`src/rtl/oka_seq_mul.sv`:
```
// Sequential carry-less (GF(2)[x]) multiplier, one-level Karatsuba.
// One shared H-bit multiplier produces z0, z2, z1 on successive cycles.
module oka_seq_mul #(
   parameter int W       = 16,
   parameter int OUT_REG = 1
) (
   input  logic             clk,
   input  logic             rst,
   input  logic             in_valid,
   output logic             in_ready,
   input  logic [W-1:0]     a,
   input  logic [W-1:0]     b,
   output logic             out_valid,
   input  logic             out_ready,
   output logic [2*W-2:0]   y,
   output logic             busy
);

   localparam int H  = W / 2;
   localparam int ZW = 2 * H - 1;
   localparam int YW = 2 * W - 1;

   typedef enum logic [2:0] {
      IDLE,
      P0,
      P1,
      P2,
      DONE
   } state_t;

   state_t          state;
   logic [W-1:0]    a_q;
   logic [W-1:0]    b_q;
   logic [ZW-1:0]   z0;
   logic [ZW-1:0]   z1;
   logic [ZW-1:0]   z2;
   logic [YW-1:0]   y_q;
   logic [YW-1:0]   y_comb;
   logic [H-1:0]    mx;
   logic [H-1:0]    my;
   logic [ZW-1:0]   prod;

   function automatic logic [ZW-1:0] clmul(
      input logic [H-1:0] p,
      input logic [H-1:0] q
   );
      logic [ZW-1:0] r;
      r = '0;
      for (int i = 0; i < H; i++) begin
         if (q[i]) r = r ^ (ZW'(p) << i);
      end
      return r;
   endfunction

   // Recombine: z0 + (z0+z1+z2)*x^H + z2*x^W, all XOR.
   function automatic logic [YW-1:0] combine(
      input logic [ZW-1:0] l,
      input logic [ZW-1:0] m,
      input logic [ZW-1:0] h
   );
      logic [ZW-1:0] mid;
      mid = l ^ m ^ h;
      return YW'(l) ^ (YW'(mid) << H) ^ (YW'(h) << W);
   endfunction

   // Operand select for the shared multiplier, one partial product per state.
   always_comb begin
      mx = '0;
      my = '0;
      unique case (state)
         P0: begin
            mx = a_q[H-1:0];
            my = b_q[H-1:0];
         end
         P1: begin
            mx = a_q[W-1:H];
            my = b_q[W-1:H];
         end
         P2: begin
            mx = a_q[H-1:0] ^ a_q[W-1:H];
            my = b_q[H-1:0] ^ b_q[W-1:H];
         end
         default: ;
      endcase
   end

   assign prod = clmul(mx, my);

   // Unregistered product path, valid only in DONE.
   always_comb begin
      y_comb = combine(z0, z1, z2);
   end

   assign y = (OUT_REG != 0) ? y_q : y_comb;

   // Control FSM with registered handshake/status outputs.
   always_ff @(posedge clk) begin
      if (rst) begin
         state     <= IDLE;
         in_ready  <= 1'b1;
         out_valid <= 1'b0;
         busy      <= 1'b0;
         a_q       <= '0;
         b_q       <= '0;
         z0        <= '0;
         z1        <= '0;
         z2        <= '0;
         y_q       <= '0;
      end else begin
         unique case (state)
            IDLE: begin
               if (in_valid) begin
                  a_q      <= a;
                  b_q      <= b;
                  in_ready <= 1'b0;
                  busy     <= 1'b1;
                  state    <= P0;
               end
            end
            P0: begin
               z0    <= prod;
               state <= P1;
            end
            P1: begin
               z2    <= prod;
               state <= P2;
            end
            P2: begin
               z1        <= prod;
               y_q       <= combine(z0, prod, z2);
               out_valid <= 1'b1;
               state     <= DONE;
            end
            DONE: begin
               if (out_ready) begin
                  out_valid <= 1'b0;
                  in_ready  <= 1'b1;
                  busy      <= 1'b0;
                  state     <= IDLE;
               end
            end
            default: begin
               out_valid <= 1'b0;
               in_ready  <= 1'b1;
               busy      <= 1'b0;
               state     <= IDLE;
            end
         endcase
      end
   end

endmodule
```
`config.mk`:
```
export PLATFORM = sky130hd
export DESIGN_NAME = oka_seq_mul
export DESIGN_NICKNAME = d
export VERILOG_FILES = /design/src/rtl/oka_seq_mul.sv
export SDC_FILE = /design/constraint.sdc
export NUM_CORES = 1
export LEC_CHECK = 0
export BUFFER_PORTS_ARGS = -buffer_cell sky130_fd_sc_hd__clkbuf_2
export CAP_MARGIN = 10
export CORE_MARGIN = 5
export CORE_UTILIZATION = 40
export DETAILED_ROUTE_END_ITERATION = 6
export GPL_TIMING_DRIVEN = 0
export SYNTH_ARGS = -nofsm -noshare
export SYNTH_HDL_FRONTEND = slang
export SYNTH_SLANG_ARGS = --single-unit
```
`constraint.sdc`:
```
create_clock -name clk -period 6.65 [get_ports clk]
set_input_delay 1.33 -clock clk [delete_from_list [all_inputs] [get_ports clk]]
set_output_delay 1.33 -clock clk [all_outputs]
set_load 0.02 [all_outputs]
```
==> results.txt, run 1 <==
----------------------------------------------------
[Synth]
  Number of enable flip-flop cells after synthesis ... 0
  Synth unique cells ... 26
  Warning count from the yosys run ... 0
  Synth Area in XOR/XNOR ... 0.213
  Async S/R FF share, synth ... 0
  Share of the yosys chip area belonging to registers ... 0.400
  Post-synthesis cell type with the largest combined area ... dfxtp_1
  Share of cell area taken by muxes after synthesis ... 0
  Mapped cell area ... between 4000 and 5000 µm²
  Syn Inst Count ... roughly 620
  Area share of the leading cell type in the synthesized netlist ... 0.400
  Post-synthesis simple-gate area fraction ... 0.237
  Main synth FF type ... dfxtp_1
  Arithmetic-cell share of the synthesized area counting full adders, half adders and majority gates ... 0
  Compound-Gate Fraction of Synth Area ... 0.115
  Main combinational cell family by area after synthesis ... simple AND/OR/NAND/NOR gates
  Leading cell types by count after synthesis ... 169 x nand2_1, 99 x dfxtp_1, 74 x a21oi_1, 64 x nand3_1, 43 x xnor2_1
  Most used standard cell by instance count after synthesis ... nand2_1
  Mean instance size in the synthesized netlist ... about 8.0 µm²
  Cell types occupying the most area after synthesis ... dfxtp_1 40%, nand2_1 13%, xnor2_1 7.6%
  Nets in the synthesized netlist ... 653
  Yosys reg bits ... around 100

[CTS]
  Maximum buffer depth of the clock tree ... 2
  Clk Tree Root Cell ... clkbuf_16
  Insertion delay to the later sink of the worst-skew pair ... approximately 360 ps
  Clk sinks ... 99
  Number of levels the H-tree was split into ... 3
  CTS tree ... yes
  Post-cts repair resize count ... 0
  Clock slew at the register clock pins of the worst setup and hold paths ... approximately 70 ps
  Hold-fix buffer count after cts ... 0
  Post-CTS setup buffer count ... 0
  CTS Buf Count ... 9

[Timing]
  Post-Route Skew ... a little over 8 ps
  Final critical delay including setup and external delays ... 2950 ps
  Maximum frequency from static timing analysis ... 339 MHz
  Number of hold-slack violations in the final timing report ... 0
  Max-slew headroom ... 0.450
  Total negative setup slack ... 0 ps
  Unrepaired setup endpoints after global routing ... false
  Slew Viols, Final ... 0
  Final cycle utilization of the critical path ... 0.444
  Final setup margin ... 3700 ps
  Pin slew with the least headroom to its limit ... around 820 ps
  Final number of setup-violating endpoints ... 0

[Floorplan]
  Initial Util ... 0.411
  IO Pins ... 70
  Placeable Area ... around 12000 µm²
  Area enclosed by the die boundary ... 14700 µm²
  DIE HEIGHT ... around 120 µm
  Width of the die ... 121 µm
  Row count ... 40

[Power]
  Sequential Power Share ... 0.468
  Internal power ... slightly below 0.001 W
  Pwr/cell area ... between 200 and 250 nW/µm²
  Clk network pwr share ... 0.407
  Worst VDD drop ... approximately 0.00017 V
  Lkg Pwr ... around 2.1 nW
  Total net switching power ... ~0.00037 W
  Post-layout total power ... between 0.001 and 0.0015 W
  Part of the power in combinational logic ... 0.125
  Switching portion of total power ... 0.271

[Critical path]
  Required time of the worst setup path ... 6900 ps
  Sort of element at the start of the critical path ... flop
  Data arrival time of the worst path ... between 3000 and 4000 ps
  WS Path Type ... flop to flop
  Largest driver fanout on the critical path ... 10
  Worst Reg2Reg Path Length in Cells ... 8
  Critical path endpoint category ... flop

[Detailed routing]
  Antenna viol nets, final ... 0
  Final routed DRC violation total ... 0
  1st-iter DRT viols ... between 200 and 250
  Mean routed wirelength per cell ... about 16 µm
  Count of TritonRoute iterations in the first routing pass ... 5
  Routed via count ... 4421
  Routed Wire Length ... between 10 and 15 mm
  Number of vias per cell after detailed routing ... about 5

[Global route]
  Pin count of the biggest net entering global routing ... 17
  Overall Global Routing Usage ... 0.194
  Vias in the first global route ... between 4000 and 5000
  Global-route wire length before repair ... approximately 22 mm
  Final global-route overflow total ... 0
  Initial antenna violation count ... 0

[Finish]
  Share of post-route cells with drive strength above 1 ... 0.155
  Total inserted antenna cells ... 0
  Net count of the finished layout ... 733
  P&R area growth vs syn ... 17.5%
  Count of placed standard cells in the final layout, fillers left out ... between 800 and 900

[Place]
  Worst Setup Slack post-DPL ... 3770 ps
  RD Place Congestion ... ~0.84
  Final HPWL from detailed placement ... approximately 10 mm
  Placed Cells incl. Taps ... around 850
  Count of port buffers added during placement ... 69

[Status]
  Outcome ... finished clean

[Worst hold path]
  Min-Delay Path Depth ... 2
  Path type of the worst min-delay path ... flop to flop

[Job]
  Max-cap violations ... 0

----------------------------------------------------
## cell families (layout without fill, tap and decap cells)
group | count (synthesis) | in the layout
AO/OA/AOI/OAI | 101 | 101
XOR/XNOR | 91 | 91
buffers and inverters | 42 | 127
flip-flops | 99 | 99
AND/OR/NAND/NOR | 284 | 284
## metrics by stage
stage	utilization	cell area (µm²)	hold WS, ps
floorplan	-	4960	436
global placement	0.457	5520	442
detailed placement	0.457	5520	448
CTS	0.483	5830	458
global route	0.483	5830	472
finish	0.483	5830	456
## metal layers
layer	vias to the layer above	track usage	routed length [µm]	part of all wire
met4	0	0.0721	271	0.020
li1	2190	-	-	-
met5	-	0	0	0
met1	2059	0.252	5980	0.44
met2	153	0.312	6340	0.47
met3	19	0.0452	995	0.073
## cell type report
cell class | count | area (µm²)
timing repair buffer | 69 | 345
inverter | 1 | 3.75
clock buffer | 12 | 256
fill | 1193 | 6230
multi-input combinational | 476 | 2800
sequential | 99 | 1980
clock inverter | 4 | 56.3
buffer | 41 | 173
tap | 168 | 210
## registers in the layout (all words and copies together), names as in the netlist
register,cells
y,31
in_ready,1
b_q,16
z0,15
a_q,16
out_valid,1
busy,1
state,3
z2,15
## critical path: stages, from the launching register on
cell	delay, ps
dfxtp_1	420
buf_4	210
nand2_1	80
xor2_1	660
nand3_1	200
xnor2_1	210
xnor3_1	480
xnor3_1	400
o21a_1	180
## final timing paths
path,startpoint,end,slack (ps)
min,y[11],y[11],460
max reg2reg,state[0],y[15],3700
max,state[0],y[15],3700
min reg2reg,y[11],y[11],460
## cell usage in the layout, fill, tap and decap left out, types with 2 or more instances in the layout
master / instances
clkbuf_16: 9
nand3b_1: 3
buf_1: 2
nand3_1: 64
buf_4: 2
xor2_1: 24
xnor3_2: 2
clkbuf_8: 2
nor2_1: 40
nor3_1: 3
clkbuf_2: 69
a211oi_1: 22
dfxtp_1: 99
xnor2_1: 43
o211ai_1: 2
xor2_2: 12
xnor3_1: 9
nand2_1: 169
a21oi_1: 74
clkbuf_1: 29
clkinvlp_4: 2
and3_1: 3
buf_2: 9
## power groups by stage
stage / Sequential [W] / Combinational, W / Clock, W
2_1_floorplan: 0.000652 / 0.000112 / 0
3_3_place_gp: 0.000650 / 0.000168 / 0
3_5_place_dp: 0.000652 / 0.000170 / 0
4_1_cts: 0.000638 / 0.000171 / 0.000561
5_1_grt: 0.000641 / 0.000190 / 0.000587
6_report: 0.000638 / 0.000171 / 0.000555
(Power assumes the default switching activity.)
==> inputs of run 2 (changes only) <==
- clock period: 6.65 -> 2.6 ns (I/O delays scaled with it)
==> run 2 against run 1 <==
Total power grew to 2.6 times the previous value. Critical path depth stayed put. Wire length up 1.7%. Largest power group unchanged. Clock power rose to 2.5 times the previous value. Worst setup slack lost 3600 ps.
==> results.txt, run 2 (same netlist as run 1, synthesis figures left out) <==
----------------------------------------------------
[Status]
  Outcome ... finished clean

[Job]
  Max-cap violations ... 0

[Finish]
  Fill count ... 1158
  P&R area growth vs syn ... 23.4%
  Count of placed standard cells in the final layout, fillers left out ... 876
  Share of post-route cells with drive strength above 1 ... 0.189
  Most common cell after layout, fill and taps aside ... nand2_1
  Final non-filler cell area ... between 6000 and 7000 µm²
  Net count of the finished layout ... between 700 and 800
  Total inserted antenna cells ... 0
  Flip-flop count of the largest register, all copies and words added ... 31
  Commonest non-fill, non-tap cells in the layout ... 168 x nand2_1, 98 x dfxtp_1, 74 x a21oi_1

[Global route]
  Initial antenna violation count ... 0
  Overall Global Routing Usage ... 0.195
  Final global-route overflow total ... 0
  Global-route wire length before repair ... 22.5 mm
  Vias in the first global route ... ~4400
  Pin count of the biggest net entering global routing ... 17

[Detailed routing]
  Final routed DRC violation total ... 0
  Antenna viol nets, final ... 0
  Number of vias per cell after detailed routing ... between 5 and 6
  Routed Wire Length ... around 14 mm
  1st-iter DRT viols ... roughly 300
  Routed via count ... approximately 4500
  Count of TritonRoute iterations in the first routing pass ... 4
  Mean routed wirelength per cell ... between 15 and 20 µm

[Floorplan]
  Initial Util ... 0.411
  Row count ... 40
  DIE HEIGHT ... around 120 µm
  Area enclosed by the die boundary ... 14700 µm²
  Width of the die ... between 100 and 150 µm
  IO Pins ... 70
  Placeable Area ... around 12000 µm²

[Timing]
  Final critical delay including setup and external delays ... 2540 ps
  Final cycle utilization of the critical path ... 0.976
  Number of hold-slack violations in the final timing report ... 0
  Max-slew headroom ... 0.531
  Maximum frequency from static timing analysis ... 394 MHz
  Slew Viols, Final ... 0
  Final number of setup-violating endpoints ... 0
  Final setup margin ... between 60 and 70 ps
  Pin slew with the least headroom to its limit ... approximately 700 ps
  Post-Route Skew ... 6.03 ps

[CTS]
  Number of levels the H-tree was split into ... 3
  Clk sinks ... slightly below 100
  CTS tree ... yes
  Clk Tree Root Cell ... clkbuf_16
  Insertion delay to the later sink of the worst-skew pair ... about 360 ps
  Clock slew at the register clock pins of the worst setup and hold paths ... 70 ps
  Maximum buffer depth of the clock tree ... 2
  Hold-fix buffer count after cts ... 0
  CTS Buf Count ... 9

[Critical path]
  Maximum cell stage delay along the critical path ... about 480 ps
  End of the worst register-to-register path ... y[16]
  Cell family with the largest share of critical-path delay ... XOR/XNOR gates
  Data arrival time of the worst path ... between 2000 and 3000 ps
  Logic depth of the worst setup path including buffers ... 8
  Sort of element at the start of the critical path ... flop
  Required time of the worst setup path ... ~2900 ps
  Reg-to-reg setup timing slack ... a little over 60 ps
  Beginning of the worst register-to-register path ... state[1]
  Endpoint of the worst setup timing path ... y[16]
  Largest driver fanout on the critical path ... 8
  Critical path endpoint category ... flop
  Worst setup path startpoint ... state[1]
  Buffers & Inverters on Critical Path ... 1
  WS Path Type ... flop to flop
  Master of the slowest instance on the critical path ... xnor3_2
  Worst Reg2Reg Path Length in Cells ... 8
  Critical-path cell list ... clkbuf_4 -> nand2_1 -> xor2_2 -> nand3_1 -> xnor3_1 -> xnor3_2 -> xnor2_1 -> a211oi_1

[Place]
  RD Place Congestion ... roughly 0.84
  Worst Setup Slack post-DPL ... -278 ps
  Placed Cells incl. Taps ... 854
  Final HPWL from detailed placement ... around 10 mm
  Placed cell area ... between 5000 and 6000 µm²
  Count of port buffers added during placement ... 69

[Power]
  Pwr/cell area ... between 500 and 600 nW/µm²
  Lkg Pwr ... roughly 2.2 nW
  Worst VDD drop ... ~0.00044 V

[Worst hold path]
  Path type of the worst min-delay path ... primary input to flop

----------------------------------------------------
==> run 2: changes by cell type in the layout (fill, tap and decap cells not counted), moves of 2 or more <==
cell,previous run,this run
xnor2_1,43,39
clkbuf_1,29,26
clkbuf_2,69,71
xnor3_2,2,5
xnor2_2,0,4
buf_2,9,6
xor2_1,24,20
buf_4,2,10
xor2_2,12,2
clkbuf_4,0,3
xnor3_1,9,6
xor2_4,0,14
==> run 2: cell type report <==
type | count | area [µm²] | area share
Tap cell | 168 | 210 | 0.0343
Clock buffer | 12 | 256 | 0.0419
Buffer | 40 | 183 | 0.0298
Multi-Input combinational cell | 476 | 3030 | 0.495
Sequential cell | 99 | 1980 | 0.324
Inverter | 1 | 3.75 | 0.000613
Clock inverter | 4 | 56.3 | 0.00920
Timing Repair Buffer | 76 | 398 | 0.0650
==> run 2: worst min-delay path by stage <==
stage / start / endpoint / slack, ps / cells after the start
global route: a[6] / a_q[6] / 380 / 3
floorplan: a_q[0] / a_q[0] / 440 / 2
detailed placement: y[28] / y[28] / 450 / 2
CTS: b[3] / b_q[3] / 380 / 3
global placement: y[9] / y[9] / 440 / 2
finish: a[6] / a_q[6] / 380 / 3
==> run 2: metal layers <==
| metal | up-vias | share of wire | track usage |
|---|---|---|---|
| met5 | - | 0 | 0 |
| met4 | 0 | 0.016 | 0.0693 |
| met3 | 18 | 0.067 | 0.0466 |
| met2 | 143 | 0.48 | 0.318 |
| met1 | 2084 | 0.44 | 0.252 |
| li1 | 2209 | - | - |
==> run 2: repair_timing <==
item,in CTS,in global routing
setup buffers,4,3
setup endpoints to repair,34,54
gates resized for setup,15,24
pin swaps,4,6
==> run 2: report_power, final <==
part / internal, W / switching, W / total, W
combinational: 0.000165 / 0.000299 / 0.000464
clock: 0.000806 / 0.000608 / 0.00141
sequential: 0.00159 / 0.0000451 / 0.00163
total: 0.00256 / 0.000953 / 0.00351
==> run 2: worst reg2reg max path: cells and delay by family (launching register included) <==
family                    cells  cell delay (ps)
xor gates and xnor gates      4             1490
AOI/OAI and AO/OA             1              210
and+or+nand+nor               2              240
buffers and inverters         1              200
DFF                           1              320
==> run 2: metrics by stage <==
stage	total power (W)	utilization	TNS, ps	hold WS, ps
after floorplan	0.00195	-	0	436
after global placement	0.00209	0.457	-1090	442
after detailed placement	0.00210	0.457	-2070	448
after CTS	0.00352	0.497	-23.3	376
after global routing	0.00365	0.508	-11.4	376
final	0.00351	0.508	0	381
